### src/rtl/serial_adder_unit_pkg.sv
// serial_adder_unit_pkg: shared state encoding and default operand width
package serial_adder_unit_pkg;

    localparam int DEFAULT_WIDTH = 8;

    typedef enum logic [1:0] {
        S_IDLE    = 2'd0,
        S_RUN     = 2'd1,
        S_DONE    = 2'd2,
        S_ILLEGAL = 2'd3
    } state_t;

endpackage

### src/rtl/serial_adder_unit_fa.sv
// serial_adder_unit_fa: structural one-bit full adder used as the serial bit slice
module serial_adder_unit_fa (
    input  logic a,
    input  logic b,
    input  logic ci,
    output logic s,
    output logic co
);

    logic p;
    logic g;
    logic t;

    xor x_p (p, a, b);
    xor x_s (s, p, ci);
    and a_g (g, a, b);
    and a_t (t, p, ci);
    or  o_c (co, g, t);

endmodule

### src/rtl/serial_adder_unit.sv
// serial_adder_unit: bit-serial add/subtract over WIDTH cycles with valid/ready handshakes
module serial_adder_unit
    import serial_adder_unit_pkg::*;
#(
    parameter int WIDTH = DEFAULT_WIDTH
) (
    input  logic             clk,
    input  logic             reset,
    input  logic             in_valid,
    output logic             in_ready,
    input  logic [WIDTH-1:0] a,
    input  logic [WIDTH-1:0] b,
    input  logic             subtract,
    output logic             out_valid,
    input  logic             out_ready,
    output logic [WIDTH-1:0] sum,
    output logic             carryout,
    output logic             overflow,
    output logic             zero
);

    localparam int CNT_W = $clog2(WIDTH) + 1;

    state_t           state_q, state_d;
    logic [WIDTH-1:0] a_q, a_d;
    logic [WIDTH-1:0] b_q, b_d;
    logic [WIDTH-1:0] sum_q, sum_d;
    logic [CNT_W-1:0] cnt_q, cnt_d;
    logic             carry_q, carry_d;
    logic             cout_q, cout_d;
    logic             ovf_q, ovf_d;
    logic             zero_q, zero_d;
    logic             fa_s;
    logic             fa_co;
    logic             last;

    serial_adder_unit_fa u_fa (
        .a  (a_q[0]),
        .b  (b_q[0]),
        .ci (carry_q),
        .s  (fa_s),
        .co (fa_co)
    );

    assign last      = cnt_q == CNT_W'(WIDTH - 1);
    assign in_ready  = state_q == S_IDLE;
    assign out_valid = state_q == S_DONE;
    assign sum       = sum_q;
    assign carryout  = cout_q;
    assign overflow  = ovf_q;
    assign zero      = zero_q;

    // next-state and datapath: latch on accept, one slice step per RUN edge, flags on the MSB step
    always_comb begin
        state_d = state_q;
        a_d     = a_q;
        b_d     = b_q;
        sum_d   = sum_q;
        cnt_d   = cnt_q;
        carry_d = carry_q;
        cout_d  = cout_q;
        ovf_d   = ovf_q;
        zero_d  = zero_q;
        case (state_q)
            S_IDLE: begin
                if (in_valid) begin
                    a_d     = a;
                    b_d     = b ^ {WIDTH{subtract}};
                    carry_d = subtract;
                    cnt_d   = '0;
                    state_d = S_RUN;
                end
            end
            S_RUN: begin
                a_d     = {1'b0, a_q[WIDTH-1:1]};
                b_d     = {1'b0, b_q[WIDTH-1:1]};
                sum_d   = {fa_s, sum_q[WIDTH-1:1]};
                carry_d = fa_co;
                cnt_d   = cnt_q + CNT_W'(1);
                if (last) begin
                    cout_d  = fa_co;
                    ovf_d   = carry_q ^ fa_co;
                    zero_d  = ~|sum_d;
                    state_d = S_DONE;
                end
            end
            S_DONE: state_d = out_ready ? S_IDLE : S_DONE;
            default: state_d = S_IDLE;
        endcase
    end

    // state and datapath registers, cleared asynchronously
    always_ff @(posedge clk or posedge reset) begin
        if (reset) begin
            state_q <= S_IDLE;
            a_q     <= '0;
            b_q     <= '0;
            sum_q   <= '0;
            cnt_q   <= '0;
            carry_q <= 1'b0;
            cout_q  <= 1'b0;
            ovf_q   <= 1'b0;
            zero_q  <= 1'b0;
        end else begin
            state_q <= state_d;
            a_q     <= a_d;
            b_q     <= b_d;
            sum_q   <= sum_d;
            cnt_q   <= cnt_d;
            carry_q <= carry_d;
            cout_q  <= cout_d;
            ovf_q   <= ovf_d;
            zero_q  <= zero_d;
        end
    end

endmodule

### config.mk
export PLATFORM = sky130hd
export DESIGN_NAME = serial_adder_unit
export DESIGN_NICKNAME = d
export VERILOG_FILES = /design/src/rtl/serial_adder_unit_pkg.sv /design/src/rtl/serial_adder_unit_fa.sv /design/src/rtl/serial_adder_unit.sv
export SDC_FILE = /design/constraint.sdc
export NUM_CORES = 1
export LEC_CHECK = 0
export ABC_AREA = 1
export CELL_PAD_IN_SITES_DETAIL_PLACEMENT = 0
export CELL_PAD_IN_SITES_GLOBAL_PLACEMENT = 1
export CORE_MARGIN = 5
export CORE_UTILIZATION = 40
export CTS_CLUSTER_SIZE = 28
export DETAILED_ROUTE_END_ITERATION = 8
export PLACE_DENSITY_LB_ADDON = 0.1
export SLEW_MARGIN = 20
export SYNTH_ARGS = -nofsm -noshare
export SYNTH_HDL_FRONTEND = slang
export SYNTH_SLANG_ARGS = --single-unit
### constraint.sdc
create_clock -name clk -period 3.8 [get_ports clk]
set_clock_uncertainty 0.05 [all_clocks]
set_input_delay 0.95 -clock clk [delete_from_list [all_inputs] [get_ports clk]]
set_output_delay 0.95 -clock clk [all_outputs]
set_load 0.005 [all_outputs]
After elaboration in Yosys (flattened, before gate mapping)
Cells that the tools add are included.
- flip-flop bits (word level): 34
- bits of input ports: 21
- add/sub/neg operators: 1
- eq/ne operators: 5
- multiplexer cells: 12
- bitwise gates (word level): 7
- reductions and logical operators: 7
- operator list (cell ; number):
    case mux 8 bit (2 select lines) ; 2
    two-way mux 8 bit ; 2
    case mux 4 bit (2 select lines) ; 1
    OR reduction 8 bit ; 1
    bitwise XOR 8 bit ; 1
    two-way mux 2 bit ; 3
    case mux 2 bit (3 select lines) ; 1
    AND reduction 2 bit ; 3
    adder 4 x 1 -> 4 bit, second input constant ; 1
    equality test 4 x 3 -> 1 bit, second input constant ; 1
    two-way mux 4 bit ; 1
    inequality test 2 bit, second input constant ; 2
    bitwise XOR 1 bit ; 3
    AND 1 bit ; 2
    equality test 2 x 1 -> 1 bit, second input constant ; 1
    equality test 2 bit, second input constant ; 1
    zero test 2 bit ; 1
    case mux 1 bit (2 select lines) ; 1
    nonzero test 2 bit ; 1
    zero test 1 bit ; 1
    two-way mux 1 bit ; 1
    OR 1 bit ; 1

Logic depth before layout (Yosys ltp)
- depth after elaboration: 4
- mapped depth: 6
- depth with buffers taken out: 6

By module
A second synthesis with hierarchy kept.
- cells, all modules: 211
- area, all modules: 1669.1 um2
- by module, submodules not included (module ; times used ; cells each ; area an instance (um2)):
    serial_adder_unit ; 1 ; 210 ; 1649.1
    serial_adder_unit_fa ; 1 ; 1 ; 20.0

Worst setup path after synthesis
OpenSTA, ideal clock, no wires.
- path kind: input to register
- start point: in subtract
- end point: reg b_q[3]
- arrival: 1.444 ns
- data required time: 3.626 ns
- setup slack: 2.182 ns
- stages: 6
- path buffers: 1
- cell sequence: buf_2 inv_1 nand2_1 nand2_1 nand2_1 nand3_1
- word-level cells in the longest chain between the ends: 3
- RTL lines (what ; line ; source):
    start, declared ; serial_adder_unit.sv:13 ; input logic subtract,
    bitwise XOR 8 bit ; serial_adder_unit.sv:68 ; b_d = b ^ {WIDTH{subtract}};
    two-way mux 8 bit ; serial_adder_unit.sv:66 ; if (in_valid) begin
    case mux 8 bit (2 select lines) ; serial_adder_unit.sv:64 ; case (state_q)
    end signal, assigned ; serial_adder_unit.sv:97 ; b_q <= '0;
    end signal, assigned ; serial_adder_unit.sv:107 ; b_q <= b_d;
    end, declared ; serial_adder_unit.sv:26 ; logic [WIDTH-1:0] b_q, b_d;
Every way passes these cells. The select of a mux whose other input is x is not followed.
A chain may end at the register's enable or synchronous reset.

Final worst setup path
- start point: reg state_q[0]
- end point: out in_ready
- word-level cells in the longest chain between the ends: 1
- RTL lines (what ; line ; source):
    start, declared ; serial_adder_unit.sv:24 ; state_t state_q, state_d;
    start signal, assigned ; serial_adder_unit.sv:105 ; state_q <= state_d;
    zero test 2 bit ; serial_adder_unit.sv:46 ; assign in_ready = state_q == S_IDLE;
    end, declared ; serial_adder_unit.sv:10 ; output logic in_ready,
Every way passes these cells.

==> flow_metrics.py <==
metrics = {
    "power_and_ir_drop": {
        "total_leakage_power_nw": 1.05,
        "p_sw_uw": 560,
        "power_density_nw_per_um2": 703,
        "peakVddDrop_mv": 0.228,
        "total_power_mw": 1.48,
        "clock_power_share_pct": 17.7,
        "p_int_uw": 916,
        "seqPwrFrac_pct": 42.5,
        "switching_share_pct": 38.0,
        "combPwrFrac_pct": 39.8,
    },
    "drt": {
        "wl_mm": 3.65,
        "drc_errors": 0,
        "ant_nets": 0,
        "via_count": 1462,
        "firstDrtPassIters": 4,
        "avgRoutedWirePerCell_microns": 12.5,
        "viasPerCell": 5.01,
        "first_iter_violations": 58,
    },
    "timing": {
        "tns_ns": 0,
        "fin_crit_ns": 2.41,
        "rsz0062_at_grt": "no",
        "period_share_pct": 63.4,
        "setup_viol": 0,
        "worst_pin_slew_ns": 0.718,
        "final-hold-violation-count": 0,
        "maxSlewViolCount": 0,
        "fmax_mhz": 415,
        "hold_ws_ns": 0.437,
        "slew_headroom_pct": 52.0,
    },
    "clocking": {
        "numCtsBuffers": 5,
        "ctsResizeCount": 0,
        "clk_pin_slew_ns": 0.06,
        "clock_latency_ns": 0.28,
        "cts.sinks": 34,
        "cts_hold_buffers": 0,
        "post_cts_buffers": 0,
        "clock_path_buffers": 2,
        "clockRootBuffer": "clkbuf_8",
        "h-tree-depth": 2,
        "cts_tree": "built",
    },
    "placement": {
        "dp_hpwl_mm": 2.48,
        "portBuffers": 33,
        "gp_congestion": 0.766,
    },
    "synthesis": {
        "netlist_area_sq_um": 1690,
        "ys_seq_area_share_pct": 50.3,
        "synth-seq-cells": 34,
        "synth_nets": 234,
        "synthCells": 211,
        "yosysUniqueCellTypes": 23,
        "syn_avg_cell_area_sq_um": 8.02,
        "ys_warn_count": 0,
    },
    "worst_hold_path": {
        "hold_end": "sum[0]",
        "hold_path_startpoint": "sum[0]",
        "holdCritPathClass": "flip-flop to flip-flop",
        "whs_path_depth": 2,
    },
    "critical_path": {
        "slowest_delay_ns": 0.53,
        "reg2reg_slack_ns": 2.32,
        "rr_startpoint": "state_q[1]",
        "rr_worst_depth": 4,
        "crit_path_start_kind": "flip-flop",
        "crit_fanout": 5,
        "slowest_stage": "clkdlybuf4s50_1",
        "crit_arrival_ns": 1.41,
        "required_ns": 2.80,
        "reg2reg_to": "a_q[3]",
        "end_kind": "output pin",
        "path_class": "flip-flop to output pin",
        "worstPathCellList": "nor2_2 > clkdlybuf4s50_1",
    },
    "grt": {
        "grt_max_degree": 35,
        "grt_first_pass_wirelength_mm": 6.17,
        "track_usage_pct": 14.7,
        "antenna_found_initial": 0,
        "grt.overflow.total": 0,
        "first_global_vias": 1379,
    },
    "die": {
        "die_height_microns": 75.0,
        "die-area_sq_um": 5630,
        "initial_core_util_pct": 41.7,
        "dieWidth_microns": 75.0,
        "ioPinCount": 34,
        "coreArea_sq_um": 4060,
        "rows": 23,
    },
    "final_layout": {
        "final_cell_mix": "nand2_1 (86), nand3_1 (40), dfrtp_1 (34)",
        "final_net_count": 266,
        "final_util_pct": 51.7,
        "mostFrequentLayoutCell": "nand2_1",
        "layout-drive-gt1-share_pct": 6.20,
        "area_delta_synth_final_pct": 24.0,
        "num_antenna_cells": 0,
    },
    "job": {
        "cap_violations": 0,
    },
    "status": {
        "status": "completed",
    },
}
## critical path: cells and delay by family (launching register included)
kind                   cells  cell delay (ns)
and+or+nand+nor            1             0.15
buffers and inverters      1             0.53
DFF                        1             0.45
## through the flow
stage               instances  area, sq um  worst slack, ns
floorplan                 211         1690             2.05
global placement          286         2020             1.42
detailed placement        286         2020             1.34
CTS                       292         2100             1.36
global route              292         2100             1.32
finish                    292         2100             1.39
## per-layer routing
| metal | GRT usage [%] | part of all wire [%] | vias up |
|---|---|---|---|
| met1 | 17.6 | 43 | 680 |
| met3 | 4.54 | 6.3 | 6 |
| li1 | - | - | 729 |
| met4 | 5.93 | 1.7 | 0 |
| met2 | 24.7 | 49 | 47 |
| met5 | 0 | 0 | - |
## power groups by stage
stage / sequential, mW / combinational (mW) / clock, mW
2_1_floorplan: 0.614 / 0.425 / 0
3_3_place_gp: 0.626 / 0.586 / 0
3_5_place_dp: 0.633 / 0.599 / 0
4_1_cts: 0.628 / 0.601 / 0.272
5_1_grt: 0.647 / 0.675 / 0.286
6_report: 0.627 / 0.588 / 0.261
## Yosys cell counts
cell type / number / area, sq um
o21ai_1: 2 / 10.0
nor2_2: 1 / 6.26
fa_1: 1 / 20.0
xor2_1: 1 / 8.76
nor2_1: 8 / 30.0
o21a_1: 1 / 7.51
ha_1: 1 / 12.5
inv_2: 1 / 3.75
o31ai_1: 1 / 7.51
nand2_1: 86 / 323
xnor2_1: 1 / 8.76
buf_2: 4 / 20.0
buf_6: 5 / 56.3
nand3_1: 40 / 200
inv_4: 1 / 6.26
inv_6: 1 / 8.76
nand2_4: 1 / 11.3
nand2_2: 2 / 12.5
o21ai_0: 5 / 25.0
nand4_1: 1 / 6.26
dfrtp_1: 34 / 851
inv_1: 12 / 45.0
nor2_4: 1 / 11.3
## kinds of logic after synthesis
| family | count (synthesis) | share of synthesized area (%) |
|---|---|---|
| xor+xnor | 2 | 1.04 |
| flops | 34 | 50.3 |
| compound gates | 9 | 2.96 |
| fa+ha+maj | 2 | 1.92 |
| buf+inv | 24 | 8.28 |
| simple gates | 140 | 35.5 |
## worst max path at each step
| stage | from | end | cells past startpoint |
|---|---|---|---|
| 2_1_floorplan | reset | a_q[0] | 1 |
| 3_3_place_gp | in_valid | a_q[5] | 4 |
| 3_5_place_dp | in_valid | a_q[3] | 4 |
| 4_1_cts | state_q[0] | in_ready | 2 |
| 5_1_grt | state_q[0] | in_ready | 2 |
| 6_report | state_q[0] | in_ready | 2 |
## final cells by class
| class | count | area (sq um) |
|---|---|---|
| fillers | 399 | 1960 |
| flip-flops and latches | 34 | 851 |
| multi-input cells | 153 | 701 |
| repair buffers | 34 | 338 |
| clock buffers | 6 | 82.6 |
| inverters | 15 | 63.8 |
| well taps | 50 | 62.6 |
## state kept, by name, indices dropped and copies added (netlist names)
signal and flops:
sum 8, carry_q 1, overflow 1, zero 1, a_q 8, carryout 1
cnt_q 4, state_q 2, b_q 8
(Power assumes the default switching activity.)
==> RTL change 1, RTL diff (same flow settings) <==
Set the package constant `DEFAULT_WIDTH` to 16 (it was 8).
--- a/src/rtl/serial_adder_unit_pkg.sv
+++ b/src/rtl/serial_adder_unit_pkg.sv
@@ -1,7 +1,7 @@
 // serial_adder_unit_pkg: shared state encoding and default operand width
 package serial_adder_unit_pkg;
 
-    localparam int DEFAULT_WIDTH = 8;
+    localparam int DEFAULT_WIDTH = 16;
 
     typedef enum logic [1:0] {
         S_IDLE    = 2'd0,
Interface: changed (resized a, b and sum); port bits go from 34 to 58. The function was not compared with the original's and may differ.
==> RTL change 1 against the original RTL <==
Power is 75% higher. First-iteration DRC count is 17% higher. Via count up 50%. Sequential power grew 66%. Worst setup slack lost 0.070 ns. Critical path depth unchanged. Die area is 51% higher. Final area is 70% higher. Sequential cell count grew 25. Area after synthesis is 60% higher. Fmax down 2.8%. Core utilization up 1.8 points. Wire length rose by 59%. Critical path type unchanged. Critical endpoint is now out_valid. Largest cell class unchanged. Largest power group unchanged.
==> RTL change 1: results (changes against the original RTL) <==
[clock_tree]
clk_latency_ns = 0.33  ; +0.05 ns
cts_root_buf = clkbuf_8
ctsHtreeMaxLevel = 3  ; +1
numCtsBuffers = 9  ; +4
clkTransAtPathRegs_ns = 0.07
cts.path.max_buffers = 2  ; unchanged

[logic_synthesis]
synth_common_cells = 150 x nand2_1, 59 x dfrtp_1, 34 x nand3_1
async_reset_ff_share_pct = 100  ; unchanged
yosysTopAreaCellShare_pct = 54.6  ; +4.3 points
ys_seq_area_share_pct = 54.6  ; +4.3 points
syn-num-nets = 364  ; +56%
ys_warn_count = 0  ; unchanged
synth.distinct_cells = 23  ; unchanged
synth_area_leaders = dfrtp_1 55%, nand2_1 21%, nand3_1 6.3%

[routing]
ant_nets = 0  ; unchanged
wl_mm = 5.81  ; +59%
drtIter0Drc = 68  ; +17%
vias_per_cell = 4.71  ; -6.0%

[placement]
place_congestion = 0.728  ; -4.9%
hpwlAfterDp_mm = 3.87  ; +56%
dpl_worst_slack_ns = 1.21  ; -0.128 ns
port_buffers = 57  ; +73%

[layout]
fillerInstances = 658  ; +65%
antenna_cells = 0  ; unchanged
drive_gt1_share_pct = 6.99  ; +0.80 points
finalNetCount = 421  ; +58%

[status]
status = finished clean

[global_routing]
grt_pass1_vias = 2122  ; +54%
grt_util_met1_pct = 20.2  ; +2.5 points
met3_usage_pct = 3.77  ; -0.77 points
grt_pass1_wl_mm = 9.94  ; +61%
grt_max_degree = 48  ; +37%
use_met2_pct = 22.3  ; -2.4 points
grt_usage_pct = 14.9  ; +0.15 points

[pwr]
ir_worst_vdd_mv = 0.227  ; -0.31%
p_leak_nw = 1.72  ; +64%

[setup_path]
cp_slowest_cell = clkdlybuf4s50_1
cp_top_family = buffers and inverters
critPathMaxStageDelay_ns = 0.53  ; about the same
path_max_fanout = 6  ; +1
arrival_ns = 1.48  ; +0.07 ns

[min_path]
hold_class = flop to flop

[timing]
max_slew_margin_pct = 35.8  ; -16 points

RTL change 1: power by group:
part,leakage [nW],switching (W),internal (W),total [W]
Clock,0.133,0.000247,0.000489,0.000736
Sequential,0.761,0.000172,0.000871,0.00104
Combinational,0.825,0.000426,0.000375,0.000801
Total,1.72,0.000845,0.00173,0.00258
RTL change 1: through the flow:
| stage | std cells | area (sq um) | power, W | utilization, % |
|---|---|---|---|---|
| after floorplan | 324 | 2710 | 0.00156 | - |
| after global placement | 450 | 3310 | 0.00185 | 49.6 |
| after detailed placement | 450 | 3310 | 0.00187 | 49.6 |
| after CTS | 466 | 3570 | 0.00262 | 53.5 |
| after global routing | 466 | 3570 | 0.00279 | 53.5 |
| final | 466 | 3570 | 0.00258 | 53.5 |
RTL change 1: path summary, 6_finish.rpt:
check	start	end	slack [ns]	cells after the start
max in group asynchronous	reset	b_q[1]$_DFFE_PP0P_	2.20	3
max	state_q[0]$_DFFE_PP0P_	out_valid	1.32	2
min	a_q[7]$_DFFE_PP0P_	a_q[7]$_DFFE_PP0P_	0.43	2
min reg2reg	a_q[7]$_DFFE_PP0P_	a_q[7]$_DFFE_PP0P_	0.43	2
max reg2reg	state_q[0]$_DFFE_PP0P_	cnt_q[2]$_DFFE_PP0P_	1.90	4
min in group asynchronous	reset	state_q[1]$_DFFE_PP0P_	0.85	2
RTL change 1: cells by family after synthesis:
family | synth area share, %
simple gates | 29.8
fa+ha+maj | 1.67
compound gates | 3.19
xor+xnor | 5.50
flops | 54.6
buf+inv | 5.23
RTL change 1: final cells by class:
type / count / area share [%]
timing repair buffer: 61 / 16.8
clock inverter: 4 / 2.66
tap: 80 / 2.80
inverter: 13 / 1.37
sequential: 59 / 41.3
multi-input combinational: 237 / 30.4
clock buffer: 12 / 4.62
RTL change 1: layer usage:
metal / vias to the layer above / wire length (um)
met2: 51 / 2560
met4: 0 / 48
met5: - / 0
met1: 1010 / 2900
li1: 1128 / -
met3: 4 / 301
RTL change 1: worst reg2reg max path, stage by stage, from the launching register on:
cell	delay, ns
dfrtp_1	0.45
nand2_2	0.32
inv_2	0.70
o21ai_1	0.16
o21ai_1	0.15
==> RTL change 2, RTL diff (same flow settings) <==
Without the edit above. Make the reset (`reset`) synchronous in one clocked block. Comments in the files are not updated.
--- a/src/rtl/serial_adder_unit.sv
+++ b/src/rtl/serial_adder_unit.sv
@@ -90,7 +90,7 @@
     end
 
     // state and datapath registers, cleared asynchronously
-    always_ff @(posedge clk or posedge reset) begin
+    always_ff @(posedge clk) begin
         if (reset) begin
             state_q <= S_IDLE;
             a_q     <= '0;
Formal check against the unedited RTL: differs if reset is asserted again (counterexample within 4 cycles, from zero or initial values and one cycle with reset high); with reset held inactive, the same outputs for 10 cycles.
==> RTL change 2 against the original RTL <==
Sequential cell count is the same. Wire length is 11% lower. Area after synthesis shrank 8.5%. Worst setup slack better by 0.028 ns. Via count down 1.4%. Final area down 5.7%. First-iteration DRC count up 45%. Critical path type unchanged.
Power is not compared: it rests on default switching activity, and its combinational part moved more than twofold at a synthesized area within 25%.
==> RTL change 2: results (changes against the original RTL) <==
[status]
status = finished clean

[setup_path]
critPathMaxStageDelay_ns = 0.54
cp_slowest_cell = clkdlybuf4s50_1
r2r_slack_ns = 1.97  ; -0.35 ns
cp_top_family = buffers and inverters
path_max_fanout = 5  ; unchanged
arrival_ns = 1.38  ; -0.03 ns

[timing]
max_slew_margin_pct = 40.8  ; -11 points
min_period_ns = 2.38  ; -0.0280 ns
tns_ns = 0  ; unchanged
whs_ns = 0.424  ; -0.0133 ns

[logic_synthesis]
synth.distinct_cells = 22  ; -4.3%
async_reset_ff_share_pct = 0  ; -100 points
synth_area_leaders = dfxtp_1 44%, nand2_1 9.9%, a21oi_1 7.8%
synth_common_cells = 41 x nand2_1, 34 x dfxtp_1, 32 x nor2_1
synthFlopType = dfxtp_1
syn-num-nets = 240  ; +2.6%
yosysTopAreaCellShare_pct = 44.0  ; -6.3 points
ys_seq_area_share_pct = 44.0  ; -6.3 points
synthCells = 217  ; +2.8%
ys_warn_count = 0  ; unchanged

[global_routing]
grt_max_degree = 33  ; -5.7%
grt_usage_pct = 13.6  ; -1.1 points
antenna_found_initial = 0  ; unchanged
grt_pass1_vias = 1343  ; -2.6%
grt_pass1_wl_mm = 5.79  ; -6.1%

[routing]
vias = 1441  ; -1.4%
drtIter0Drc = 84  ; +45%
vias_per_cell = 4.85  ; -3.1%
wl_mm = 3.26  ; -11%
drtPass1Iterations = 4  ; unchanged

[layout]
finalNetCount = 271  ; +1.9%
drive_gt1_share_pct = 7.23  ; +1.0 points
antenna_cells = 0  ; unchanged
fillerInstances = 387  ; -3.0%

[placement]
hpwlAfterDp_mm = 2.28  ; -7.9%
place_congestion = 0.788  ; +2.9%
port_buffers = 33  ; unchanged
dpl_worst_slack_ns = 1.24  ; -0.0948 ns
dp.cells = 289  ; +1.0%
post_dp_cell_area_sq_mm = 0.00189  ; -6.4%

[clock_tree]
cts_root_buf = clkbuf_8
ctsHtreeMaxLevel = 2  ; unchanged
cts.repair.resized = 0  ; unchanged
numCtsBuffers = 5  ; unchanged
clk_latency_ns = 0.27
cts.path.max_buffers = 2  ; unchanged
cts_setup_buffers = 0  ; unchanged
clkTransAtPathRegs_ns = 0.07

[pwr]
ir_worst_vdd_mv = 0.200
cellPowerDensity_mw_per_mm2 = 435
p_leak_nw = 0.830

[min_path]
hold_class = flop to flop

-- RTL change 2: per-layer routing --
metal | track usage, % | vias to the layer above | share of wire [%]
met5 | 0 | - | 0
met1 | 18.1 | 642 | 49
met2 | 21.5 | 23 | 46
li1 | - | 774 | -
met3 | 3.32 | 2 | 4.4
met4 | 4.38 | 0 | 0.55
-- RTL change 2: where the power goes --
group          leakage (nW)  internal (W)  switching [W]
combinational         0.501     0.0000864      0.0000907
sequential            0.280      0.000391      0.0000240
clock                0.0482      0.000146       0.000123
total                 0.830      0.000623       0.000238
-- RTL change 2: final cells by class --
cell class | instances | area share, %
timing repair buffer | 34 | 17.1
tap | 48 | 3.04
inverter | 16 | 3.04
clock inverter | 1 | 0.253
multi-input combinational | 157 | 37.8
sequential | 34 | 34.4
clock buffer | 7 | 4.36
-- RTL change 2: path summary, 6_finish.rpt --
| path | from | endpoint | depth (start not counted) |
|---|---|---|---|
| worst min-delay path | a_q[7]$_SDFFE_PP0P_ | a_q[7]$_SDFFE_PP0P_ | 2 |
| worst max register to register | state_q[0]$_SDFFE_PP0P_ | carryout$_SDFFE_PP0P_ | 5 |
| worst max-delay path | state_q[0]$_SDFFE_PP0P_ | in_ready | 2 |
| worst min register to register | a_q[7]$_SDFFE_PP0P_ | a_q[7]$_SDFFE_PP0P_ | 2 |
-- RTL change 2: cells by family (layout without fill, tap and decap cells) --
group / count (synthesis) / in the layout / share of synthesized area [%]
AO/OA/AOI/OAI: 59 / 59 / 19.7
XOR/XNOR: 2 / 2 / 1.13
adder cells (fa/ha/maj): 2 / 2 / 2.10
buffers and inverters: 26 / 58 / 7.68
flip-flops: 34 / 34 / 44.0
AND/OR/NAND/NOR: 94 / 94 / 25.4
